[config.mk]
export PLATFORM = sky130hd
export DESIGN_NAME = sevenseg_scanner
export DESIGN_NICKNAME = d
export VERILOG_FILES = /design/src/rtl/sevenseg_scanner.sv
export SDC_FILE = /design/constraint.sdc
export NUM_CORES = 1
export LEC_CHECK = 0
export ABC_AREA = 1
export BUFFER_PORTS_ARGS = -buffer_cell sky130_fd_sc_hd__buf_2
export CAP_MARGIN = 0
export CORE_MARGIN = 4
export CORE_UTILIZATION = 31
export DETAILED_ROUTE_END_ITERATION = 7
export PLACE_DENSITY = 0.55
export SETUP_SLACK_MARGIN = 0.3
export SLEW_MARGIN = 15
export SYNTH_ARGS = -nofsm -noshare
export SYNTH_HDL_FRONTEND = slang
export SYNTH_SLANG_ARGS = --single-unit
export TNS_END_PERCENT = 100
[constraint.sdc]
create_clock -name clk -period 2 [get_ports clk]
set_input_delay 0.4 -clock clk [delete_from_list [all_inputs] [get_ports clk]]
set_output_delay 0.4 -clock clk [all_outputs]
set_load 0.02 [all_outputs]
[src/rtl/sevenseg_scanner.sv]
// Time-multiplexed scanner for a common-segment, DIGITS-wide 7-segment display.
// Each digit slot begins with an all-anodes-off guard window to avoid ghosting.
// A pending/display register pair means a new value only appears at a frame boundary.
// Optional feature macro: SEVENSEG_LZ_BLANK_EN (leading-zero suppression).
module sevenseg_scanner #(
  parameter int unsigned DIGITS   = 4,
  parameter int unsigned PRESCALE = 1024,
  parameter int unsigned GUARD    = 16
) (
  input  logic                  clk,
  input  logic                  reset,
  input  logic                  load,
  input  logic [4*DIGITS-1:0]   value,
  input  logic [DIGITS-1:0]     dp_in,
  input  logic                  blank,
  output logic [6:0]            seg,
  output logic                  dp,
  output logic [DIGITS-1:0]     an,
  output logic                  frame_done,
  output logic                  load_pending
);

  localparam int unsigned VW = 4 * DIGITS;
  localparam int unsigned CW = (PRESCALE > 1) ? $clog2(PRESCALE) : 1;
  localparam int unsigned IW = (DIGITS > 1) ? $clog2(DIGITS) : 1;

  logic [CW-1:0]     cnt_q, cnt_d;
  logic [IW-1:0]     idx_q, idx_d;
  logic [VW-1:0]     disp_q, disp_d;
  logic [DIGITS-1:0] disp_dp_q, disp_dp_d;
  logic [VW-1:0]     pend_q, pend_d;
  logic [DIGITS-1:0] pend_dp_q, pend_dp_d;
  logic              pend_valid_q, pend_valid_d;
  logic              frame_done_q, frame_done_d;
  logic              boundary;

  logic [3:0]        nib;
  logic              dp_sel;
  logic              dark;
`ifdef SEVENSEG_LZ_BLANK_EN
  logic [DIGITS-1:0] lz_dark;
  logic              zero_above;
`endif

  // Hex nibble to {a,b,c,d,e,f,g} segment pattern, 1 = lit.
  function automatic logic [6:0] font(input logic [3:0] n);
    logic [6:0] s;
    case (n)
      4'h0: s = 7'h7E;
      4'h1: s = 7'h30;
      4'h2: s = 7'h6D;
      4'h3: s = 7'h79;
      4'h4: s = 7'h33;
      4'h5: s = 7'h5B;
      4'h6: s = 7'h5F;
      4'h7: s = 7'h70;
      4'h8: s = 7'h7F;
      4'h9: s = 7'h7B;
      4'hA: s = 7'h77;
      4'hB: s = 7'h1F;
      4'hC: s = 7'h4E;
      4'hD: s = 7'h3D;
      4'hE: s = 7'h4F;
      default: s = 7'h47;
    endcase
    return s;
  endfunction

  // Scan counters, frame pulse and the pending-to-display hand-over.
  always_comb begin
    cnt_d        = cnt_q;
    idx_d        = idx_q;
    disp_d       = disp_q;
    disp_dp_d    = disp_dp_q;
    pend_d       = pend_q;
    pend_dp_d    = pend_dp_q;
    pend_valid_d = pend_valid_q;
    frame_done_d = 1'b0;

    boundary = !blank && (cnt_q == CW'(PRESCALE - 1)) && (idx_q == IW'(DIGITS - 1));

    if (blank) begin
      cnt_d = '0;
      idx_d = '0;
    end else if (cnt_q == CW'(PRESCALE - 1)) begin
      cnt_d = '0;
      idx_d = (idx_q == IW'(DIGITS - 1)) ? '0 : idx_q + IW'(1);
    end else begin
      cnt_d = cnt_q + CW'(1);
    end

    frame_done_d = boundary;

    // While blanked nothing is visible, so pending can move across every cycle.
    if ((blank || boundary) && pend_valid_q) begin
      disp_d       = pend_q;
      disp_dp_d    = pend_dp_q;
      pend_valid_d = 1'b0;
    end

    // A load landing on the boundary edge is newer than any pending value.
    if (load) begin
      pend_d    = value;
      pend_dp_d = dp_in;
      if (boundary) begin
        disp_d       = value;
        disp_dp_d    = dp_in;
        pend_valid_d = 1'b0;
      end else begin
        pend_valid_d = 1'b1;
      end
    end
  end

  // State registers with asynchronous active-high reset.
  always_ff @(posedge clk or posedge reset) begin
    if (reset) begin
      cnt_q        <= '0;
      idx_q        <= '0;
      disp_q       <= '0;
      disp_dp_q    <= '0;
      pend_q       <= '0;
      pend_dp_q    <= '0;
      pend_valid_q <= 1'b0;
      frame_done_q <= 1'b0;
    end else begin
      cnt_q        <= cnt_d;
      idx_q        <= idx_d;
      disp_q       <= disp_d;
      disp_dp_q    <= disp_dp_d;
      pend_q       <= pend_d;
      pend_dp_q    <= pend_dp_d;
      pend_valid_q <= pend_valid_d;
      frame_done_q <= frame_done_d;
    end
  end

  // Display drive decoded from the registered scan position.
  always_comb begin
    seg    = '0;
    dp     = 1'b0;
    an     = '0;
    nib    = '0;
    dp_sel = 1'b0;
    dark   = 1'b0;
`ifdef SEVENSEG_LZ_BLANK_EN
    lz_dark    = '0;
    zero_above = 1'b1;
    for (int i = DIGITS - 1; i >= 0; i--) begin
      zero_above = zero_above && (disp_q[4*i +: 4] == 4'h0);
      lz_dark[i] = zero_above && (i != 0);
    end
`endif
    for (int i = 0; i < DIGITS; i++) begin
      if (idx_q == IW'(i)) begin
        nib    = disp_q[4*i +: 4];
        dp_sel = disp_dp_q[i];
`ifdef SEVENSEG_LZ_BLANK_EN
        dark   = lz_dark[i];
`endif
      end
    end
    if (!blank && (cnt_q >= CW'(GUARD))) begin
      an  = DIGITS'(1) << idx_q;
      seg = dark ? 7'h00 : font(nib);
      dp  = dp_sel;
    end
  end

  assign frame_done   = frame_done_q;
  assign load_pending = pend_valid_q;

endmodule

* Yosys cells after proc, flatten, opt, wreduce, memory -nomap -nowiden
Memory sizes are Yosys's and may differ from the RTL's. Index checks and enable logic that the tools add are counted.
Word-level totals: memories 1, flip-flop bits (word level) 54, input bits 24, output and inout bits 14, ROM bits 112
Memories:
- (name not given) | depth 16, bits a word 7, read ports 1, clocked after memory_dff 0, wr ports 0, RTL line 48 | case (n)
Operators by class: equality and inequality tests 4, reductions and logical operators 9, add/subtract/negate cells 2, multiplexer cells 25, $lt $le $gt $ge 1, shift operators 1
Operator list (count):
- 16-bit 2-to-1 mux | 3
- 4-bit 2-to-1 mux | 8
- 10-bit 2-to-1 mux | 2
- 10-bit by 1-bit adder with 10-bit output (second input constant) | 1
- 10-bit == test (second input constant) | 1
- 10-bit by 5-bit greater-or-equal comparator with 1-bit output (second input constant) | 1
- 1-bit 2-to-1 mux | 8
- 7-bit 2-to-1 mux | 1
- 2-bit 2-to-1 mux | 3
- 2-bit == test (second input constant) | 2
- 1-bit logical AND | 4
- 2-bit nonzero test | 2
- 1-bit by 2-bit left shift with 4-bit output (first input constant) | 1
- 2-bit by 1-bit adder with 2-bit output (second input constant) | 1
- 2-bit by 1-bit == test with 1-bit output (second input constant) | 1
- 2-bit logical NOT | 1
- 1-bit logical NOT | 1
- 1-bit logical OR | 1

* Depth between registers and ports, before layout
Gate-level depths: netlist of the first run.
word-level depth 8, gate-level depth with buffers 14

* Worst setup path after synthesis of the first run
No wires, ideal clock.
kind register -> output, from register idx_q[0], to output port seg[3], path slack -0.319 ns, arrival 1.919 ns, buffers on the path 0, data required time 1.600 ns, cell stages (with the launch flop) 14, path through dfrtp_1 inv_1 ha_1 inv_1 nand3_1 nand2_1 nand2_1 inv_1 ha_1 nand2_1 nand2_1 nand2_1 nand2_1 nor2_1
Between the ends: cells in the longest elaborated chain, start to end 7
Ends and longest elaborated chain:
- from (decl) | RTL line 28 | logic [IW-1:0] idx_q, idx_d;
- from (signal assigned) | RTL line 128 | idx_q <= idx_d;
- 2-bit logical NOT | RTL line 155 | if (idx_q == IW'(i)) begin
- 4-bit 2-to-1 mux (3 in a row) | RTL line 155
- 4-bit 2-to-1 mux (*) | RTL line 155
- memory read 16 x 7 bit (*)
- 7-bit 2-to-1 mux (*) | RTL line 163 | if (!blank && (cnt_q >= CW'(GUARD))) begin
- to (decl) | RTL line 16 | output logic [6:0] seg,
Every way passes the cells marked *; elsewhere a longest branch is shown, timed or not.

* Worst setup path after layout of the first run
from register idx_q[1], to output port seg[3]
Same word-level chain as after synthesis.

==> out/results.txt, run 1 <==
max-cap violations -> 0
CP most frequent cell -> inv_4
VDD IR-drop max -> 0.3456 mV
Worst Setup EP -> seg[3]
vias per cell -> 4.669
post-synthesis sequential area ratio -> 44.57%
#FFs+latches synth -> 54
vias in the first global route -> 2729
commonest non-fill, non-tap cell in the layout -> nand2_1
# fillers -> 921
number of cells on the worst reg-to-reg path -> 10
Clock Tree Buf Depth -> 2
final clock period utilization by the worst path -> 130.2%
Critical Path Sink Type -> output port
Worst Path Arrival -> 2.20 ns
Placed Instance Area -> 3581 um^2
total grt overflow -> 0
worst path bufs/invs -> 5
Site Rows -> 35
P_sw -> 0.9015 mW
final critical-path required period -> 2.603 ns
violated checks -> negative setup slack
Tightest Hold Check Type -> input port to asynchronous set/reset pin
initial DRC count -> 112
antenna-violating nets left -> 0
initial antenna violation count -> 0
synthesized area -> 3032 um^2
nets -> 529
clk slew on worst S/H paths -> 0.10 ns
Max Fclk -> 384.1 MHz
Comb power frac -> 25.8%
Synth cell types -> 24
H-tree depth -> 2
Setup Viol. Count Final -> 9
Pre-antenna DRT Iters -> 5
synth warn -> 0
reg2reg end -> disp_q[15]$_DFF_PP0_
Initial Utilization -> 32.35%
Ant. Diodes -> 0
Crit path depth -> 14
cts hold-fix bufs -> 0
CP required -> 1.60 ns
Net Count, Synth -> 454
sequential share of power -> 43.0%
clock latency on the worst-skew pair -> 0.31 ns
CTS Root Cell -> clkbuf_8
Total GRT Usage -> 14.44%
overall die width -> 106.9 um
CP max stage delay -> 0.48 ns
Design Area, Final -> 4738 um^2
Slew Limit Fails -> 0
P&R area growth vs syn -> 56.29%
max_slew headroom -> 67.16%
FF-to-FF Start -> idx_q[1]$_DFFE_PP0P_
Worst Tran Pin Value -> 0.4916 ns
syn_area_per_cell -> 7.253 um^2
WL/cell -> 13.85 um
largest net degree at the start of global routing -> 36
WS Path Type -> flip-flop to output port
Crit. Startpoint -> idx_q[1]$_DFFE_PP0P_
kind of cell adding the most delay to the critical path -> flip-flops
clock network fraction of total power -> 31.2%
first-pass GRT wire length -> 13350 um
fin worst setup slack -> -0.6035 ns
Slowest-stage cell, CP -> dfrtp_2
setup tns final -> -4.421 ns
IO Port Bufs -> 37
clock tree sinks -> 54
multi-input gate area in the final layout -> 2106 um^2
CTS tree -> built
Die Area -> 11430 um^2
GPL Wtd Cong -> 0.8119
highest-count cells in the layout ignoring fill and taps -> nand2_1 (91), inv_1 (58), dfrtp_1 (50)
skew final -> 0.004979 ns
Cell Int Power -> 2.039 mW
routed wire length -> 8629 um
PD cells -> 620.6 nW/um^2
Synth Instances -> 418
DP Wirelength -> 5447 um
Core Region -> 9371 um^2
unrepaired setup endpoints after global routing -> true
CTS buffer count -> 5
drt drc -> 0
vias after detailed routing -> 2909
worst reg2reg setup slack -> 0.18 ns
Sw Ratio -> 30.66%
share of layout cells above drive strength 1 -> 46.56%
Die Y -> 106.9 um
I/O pin total -> 38
CP startpoint kind -> flip-flop
Final Hold Fails -> 0
Storage cell area -> 1359 um^2
status -> finished, violations left
Leakage -> 2.322 nW
worst-path cell chain -> inv_4 > ha_4 > inv_4 > nand2_2 > nand3_2 > nand2_2 > nand2_4 > inv_4 > buf_6 > ha_4 > nand2_4 > a21oi_2 > nor2_4 > buf_6
Crit Path Max Fanout -> 7
[sequential cells by signal, indices dropped and copies added (netlist names)]
signal / cells
pend_q: 16
idx_q: 2
frame_done: 1
load_pending: 1
disp_q: 16
cnt_q: 10
pend_dp_q: 4
disp_dp_q: 4
[logic make-up (layout without fill, tap and decap cells)]
logic type | after synthesis | count (layout) | share of synthesized area [%]
AOI/OAI and AO/OA | 52 | 52 | 8.832
buffers and inverters | 82 | 155 | 11.06
adders and majority gates | 12 | 12 | 4.952
DFF | 54 | 54 | 44.57
and+or+nand+nor | 217 | 220 | 30.29
xor gates and xnor gates | 1 | 1 | 0.2890
[power by group through the flow]
stage	logic, mW	registers [mW]	clock network, mW
2_1_floorplan	0.359	1.25	0
3_3_place_gp	0.485	1.27	0
3_5_place_dp	0.494	1.27	0
4_1_cts	0.595	1.25	0.936
5_1_grt	0.842	1.27	0.979
6_report	0.759	1.26	0.917
[stage by stage]
stage | util, % | total power, mW | hold WS [ns] | instances | worst slack, ns
after floorplan | - | 1.609 | 0.4547 | 418 | -0.05302
after global placement | 38.21 | 1.755 | 0.4493 | 588 | -0.2238
after detailed placement | 38.21 | 1.765 | 0.4572 | 588 | -0.3242
after CTS | 44.38 | 2.784 | 0.1135 | 611 | -0.5114
after global routing | 50.56 | 3.096 | 0.1307 | 623 | -0.7068
final | 50.56 | 2.941 | 0.1006 | 623 | -0.6035
[layer usage]
| metal | global-route usage [%] | vias up | routed length, um |
|---|---|---|---|
| met5 | 0 | - | 0 |
| met4 | 4.475 | 0 | 177 |
| met3 | 2.890 | 11 | 345 |
| met2 | 23.70 | 60 | 4345 |
| met1 | 19.19 | 1384 | 3760 |
| li1 | - | 1454 | - |
[worst register-to-register path, delay by kind of cell, from the launching register on]
kind,cells,cell delay (ns)
AO/OA/AOI/OAI,1,0.22
adder cells (fa/ha/maj),1,0.23
buffers and inverters,5,0.59
flip-flops,1,0.46
AND/OR/NAND/NOR,3,0.22
[Yosys cell counts, drive strengths merged]
cell / number / area share, %
a21oi: 18 / 3.0
buf: 8 / 1.9
clkbuf: 6 / 0.74
dfrtp: 54 / 45
ha: 12 / 5.0
inv: 68 / 8.4
nand2: 134 / 17
nand3: 54 / 9.1
nand4: 1 / 0.41
nor2: 24 / 3.4
nor3: 4 / 0.66
o211ai: 1 / 0.25
o21ai: 32 / 5.4
o22ai: 1 / 0.21
xor2: 1 / 0.29
[how the worst min path moves through the flow]
stage               depth (start not counted)                from                    end
floorplan                                   1  cnt_q[0]$_DFF_PP0_     cnt_q[0]$_DFF_PP0_
global placement                            2               reset  pend_q[8]$_DFFE_PP0P_
detailed placement                          2               reset  pend_q[8]$_DFFE_PP0P_
CTS                                         2               reset  pend_q[8]$_DFFE_PP0P_
global route                                2               reset   disp_q[14]$_DFF_PP0_
finish                                      2               reset  pend_q[8]$_DFFE_PP0P_
[timing repair]
action                     in CTS  in global routing
pin swaps                      26                 43
setup endpoints to repair      32                 36
buffers inserted               14                  9
gates resized for setup        78                117
gates cloned                    1                  3
[area by class of cell]
| class | instances | area share [%] |
|---|---|---|
| multi-input combinational | 285 | 44.44 |
| sequential | 54 | 28.68 |
| tap | 129 | 3.406 |
| inverter | 68 | 5.994 |
| timing repair buffer | 79 | 14.47 |
| clock inverter | 2 | 1.267 |
| clock buffer | 6 | 1.743 |
No activity file was read; power rests on OpenSTA's default activity.
==> inputs of run 2 (changes only) <==
--- a/config.mk
+++ b/config.mk
@@ -9,12 +9,11 @@
 export BUFFER_PORTS_ARGS = -buffer_cell sky130_fd_sc_hd__buf_2
 export CAP_MARGIN = 0
 export CORE_MARGIN = 4
-export CORE_UTILIZATION = 31
+export CORE_UTILIZATION = 45
 export DETAILED_ROUTE_END_ITERATION = 7
-export PLACE_DENSITY = 0.55
+export PLACE_DENSITY = 0.72
 export SETUP_SLACK_MARGIN = 0.3
 export SLEW_MARGIN = 15
 export SYNTH_ARGS = -nofsm -noshare
 export SYNTH_HDL_FRONTEND = slang
 export SYNTH_SLANG_ARGS = --single-unit
-export TNS_END_PERCENT = 100
==> out/results.txt, run 2 (synthesis gave the netlist of run 1 again) <==
status -> finished, violations left
violated checks -> negative setup slack
total grt overflow -> 0 (unchanged)
PD cells -> 602.1 nW/um^2 (-3.0%)
drt drc -> 0 (unchanged)
Final Util -> 72.20% (+22 points)
CTS tree -> built
Critical Path Sink Type -> output port
Clock Tree Buf Depth -> 2 (unchanged)
max-cap violations -> 0 (unchanged)
unrepaired setup endpoints after global routing -> true
# fillers -> 430 (-53%)
Max Fclk -> 382.5 MHz (-0.42%)
vias in the first global route -> 2850 (+4.4%)
hold slack final -> 0.1452 ns (+0.04460 ns)
routed wire length -> 9259 um (+7.3%)
met2 Use GR -> 33.04% (+9.3 points)
gr busiest metal -> met2
CP required -> 1.60 ns (about the same)
share of layout cells above drive strength 1 -> 44.18% (-2.4 points)
initial DRC count -> 212 (+89%)
antenna-violating nets left -> 0 (unchanged)
Die Area -> 8114 um^2 (-29%)
VDD IR-drop max -> 0.4422 mV (+28%)
Pre-antenna DRT Iters -> 5 (unchanged)
Total GRT Usage -> 19.01% (+4.6 points)
met1 Use GR -> 24.56% (+5.4 points)
vias after detailed routing -> 3129 (+7.6%)
Initial Utilization -> 46.94% (+15 points)
Slew Limit Fails -> 0 (unchanged)
met3 Resource Use GR -> 2.838% (-0.052 points)
largest net degree at the start of global routing -> 55 (+53%)
cts hold-fix bufs -> 0 (unchanged)
H-tree depth -> 2 (unchanged)
overall die width -> 90.08 um (-16%)
final critical-path required period -> 2.614 ns (+0.01100 ns)
Worst Tran Pin Value -> 0.4564 ns (-0.03521 ns)
Final Hold Fails -> 0 (unchanged)
CTS Root Cell -> clkbuf_8
skew final -> 0.01047 ns (+0.005495 ns)
commonest non-fill, non-tap cell in the layout -> nand2_1
clk slew on worst S/H paths -> 0.11 ns (about the same)
WL/cell -> 16.10 um (+16%)
CP startpoint kind -> flip-flop
FF-to-FF Start -> idx_q[0]$_DFFE_PP0P_
nets -> 533 (+0.76%)
Setup Viol. Count Final -> 8 (-1)
Crit. Startpoint -> idx_q[1]$_DFFE_PP0P_
Crit Path Max Fanout -> 6 (-1)
first-pass GRT wire length -> 13020 um (-2.5%)
max_slew headroom -> 69.57% (+2.4 points)
clock tree sinks -> 54 (unchanged)
GPL Wtd Cong -> 0.8292 (+2.1%)
clock latency on the worst-skew pair -> 0.31 ns (about the same)
WS Path Type -> flip-flop to output port
Die Y -> 90.08 um (-16%)
DP Wirelength -> 5102 um (-6.3%)
Site Rows -> 29 (-17%)
Tightest Hold Check Type -> input port to asynchronous set/reset pin
final clock period utilization by the worst path -> 130.7% (+0.55 points)
IO Port Bufs -> 37 (unchanged)
P&R area growth vs syn -> 53.82%
highest-count cells in the layout ignoring fill and taps -> nand2_1 (104), inv_1 (58), dfrtp_1 (51)
initial antenna violation count -> 0 (unchanged)
fin worst setup slack -> -0.6145 ns (-0.01100 ns)
biggest registers after layout -> disp_q: 16 flops, pend_q: 16 flops, cnt_q: 10 flops
Leakage -> 2.330 nW (+0.32%)
Ant. Diodes -> 0 (unchanged)
Core Region -> 6459 um^2 (-31%)
I/O pin total -> 38 (unchanged)
Worst Path Arrival -> 2.21 ns (about the same)
CTS buffer count -> 5 (unchanged)
vias per cell -> 5.442 (+17%)
## run 2: changes by cell type in the layout (fill, tap and decap cells not counted), moves of 3 or more
cell     before  now
buf_4        24   34
buf_6        26   17
inv_4         8    5
inv_6         1    4
nand2_1      91  104
nand2_2      31   19
nand3_2      40   34
nand3_4       6   13
## run 2: power breakdown
part,leakage (nW),switching [mW],internal (mW)
registers,0.653,0.0780,1.20
logic,1.62,0.460,0.315
clock network,0.0585,0.382,0.376
## run 2: worst max-delay path: stages (launching register included)
cell and delay (ns):
dfrtp_2 0.48, inv_4 0.11, ha_4 0.18, nand2_2 0.06, nand2_2 0.07, nand3_2 0.08
nand2_2 0.11, nand2_4 0.09, inv_4 0.07, ha_4 0.19, nand2_2 0.05, nand2_1 0.05
nand2_1 0.08, nand2_2 0.06, nor2_4 0.11, buf_6 0.11
## run 2: through the flow
step | power, mW | setup WS (ns) | TNS [ns] | area (um^2) | instances
6_report | 2.808 | -0.6145 | -4.244 | 4663 | 575
5_1_grt | 2.944 | -0.7253 | -5.018 | 4663 | 575
4_1_cts | 2.614 | -0.5320 | -3.706 | 4044 | 561
3_5_place_dp | 1.759 | -0.2953 | -1.620 | 3533 | 540
3_3_place_gp | 1.744 | -0.2198 | -1.259 | 3533 | 540
2_1_floorplan | 1.609 | -0.05302 | -0.2529 | 3154 | 418
## run 2: final cells by class
cell class / instances / area (um^2) / area share [%]
inverter: 68 / 286.5 / 6.144
tap: 77 / 96.34 / 2.066
clock buffer: 5 / 68.82 / 1.476
timing repair buffer: 84 / 729.5 / 15.64
multi-input combinational: 284 / 2081 / 44.62
clock inverter: 3 / 43.79 / 0.9391
sequential: 54 / 1358 / 29.11
## run 2: path summary, 6_finish.rpt
kind	to	depth (start not counted)	slack, ns
worst max-delay path	seg[3]	15	-0.61
worst min-delay path	frame_done$_DFF_PP0_	3	0.15
worst max register to register	disp_dp_q[2]$_DFF_PP0_	9	0.19
worst min register to register	cnt_q[2]$_DFF_PP0_	1	0.53
max in group asynchronous	load_pending$_DFFE_PP0P_	3	1.59
min in group clk	cnt_q[4]$_DFF_PP0_	2	0.26
## run 2: timing repair
action	CTS	global route
buffers inserted	12	12
resized for setup	74	108
gates cloned	1	2
setup endpoints to repair	33	37
pin swaps	30	34
## run 2: routing by layer
layer / part of all wire (%) / wire, um / vias to the layer above
li1: - / - / 1465
met1: 39 / 3642 / 1508
met2: 54 / 4970 / 125
met3: 4.2 / 389 / 31
met4: 2.8 / 256 / 0
met5: 0 / 0 / -
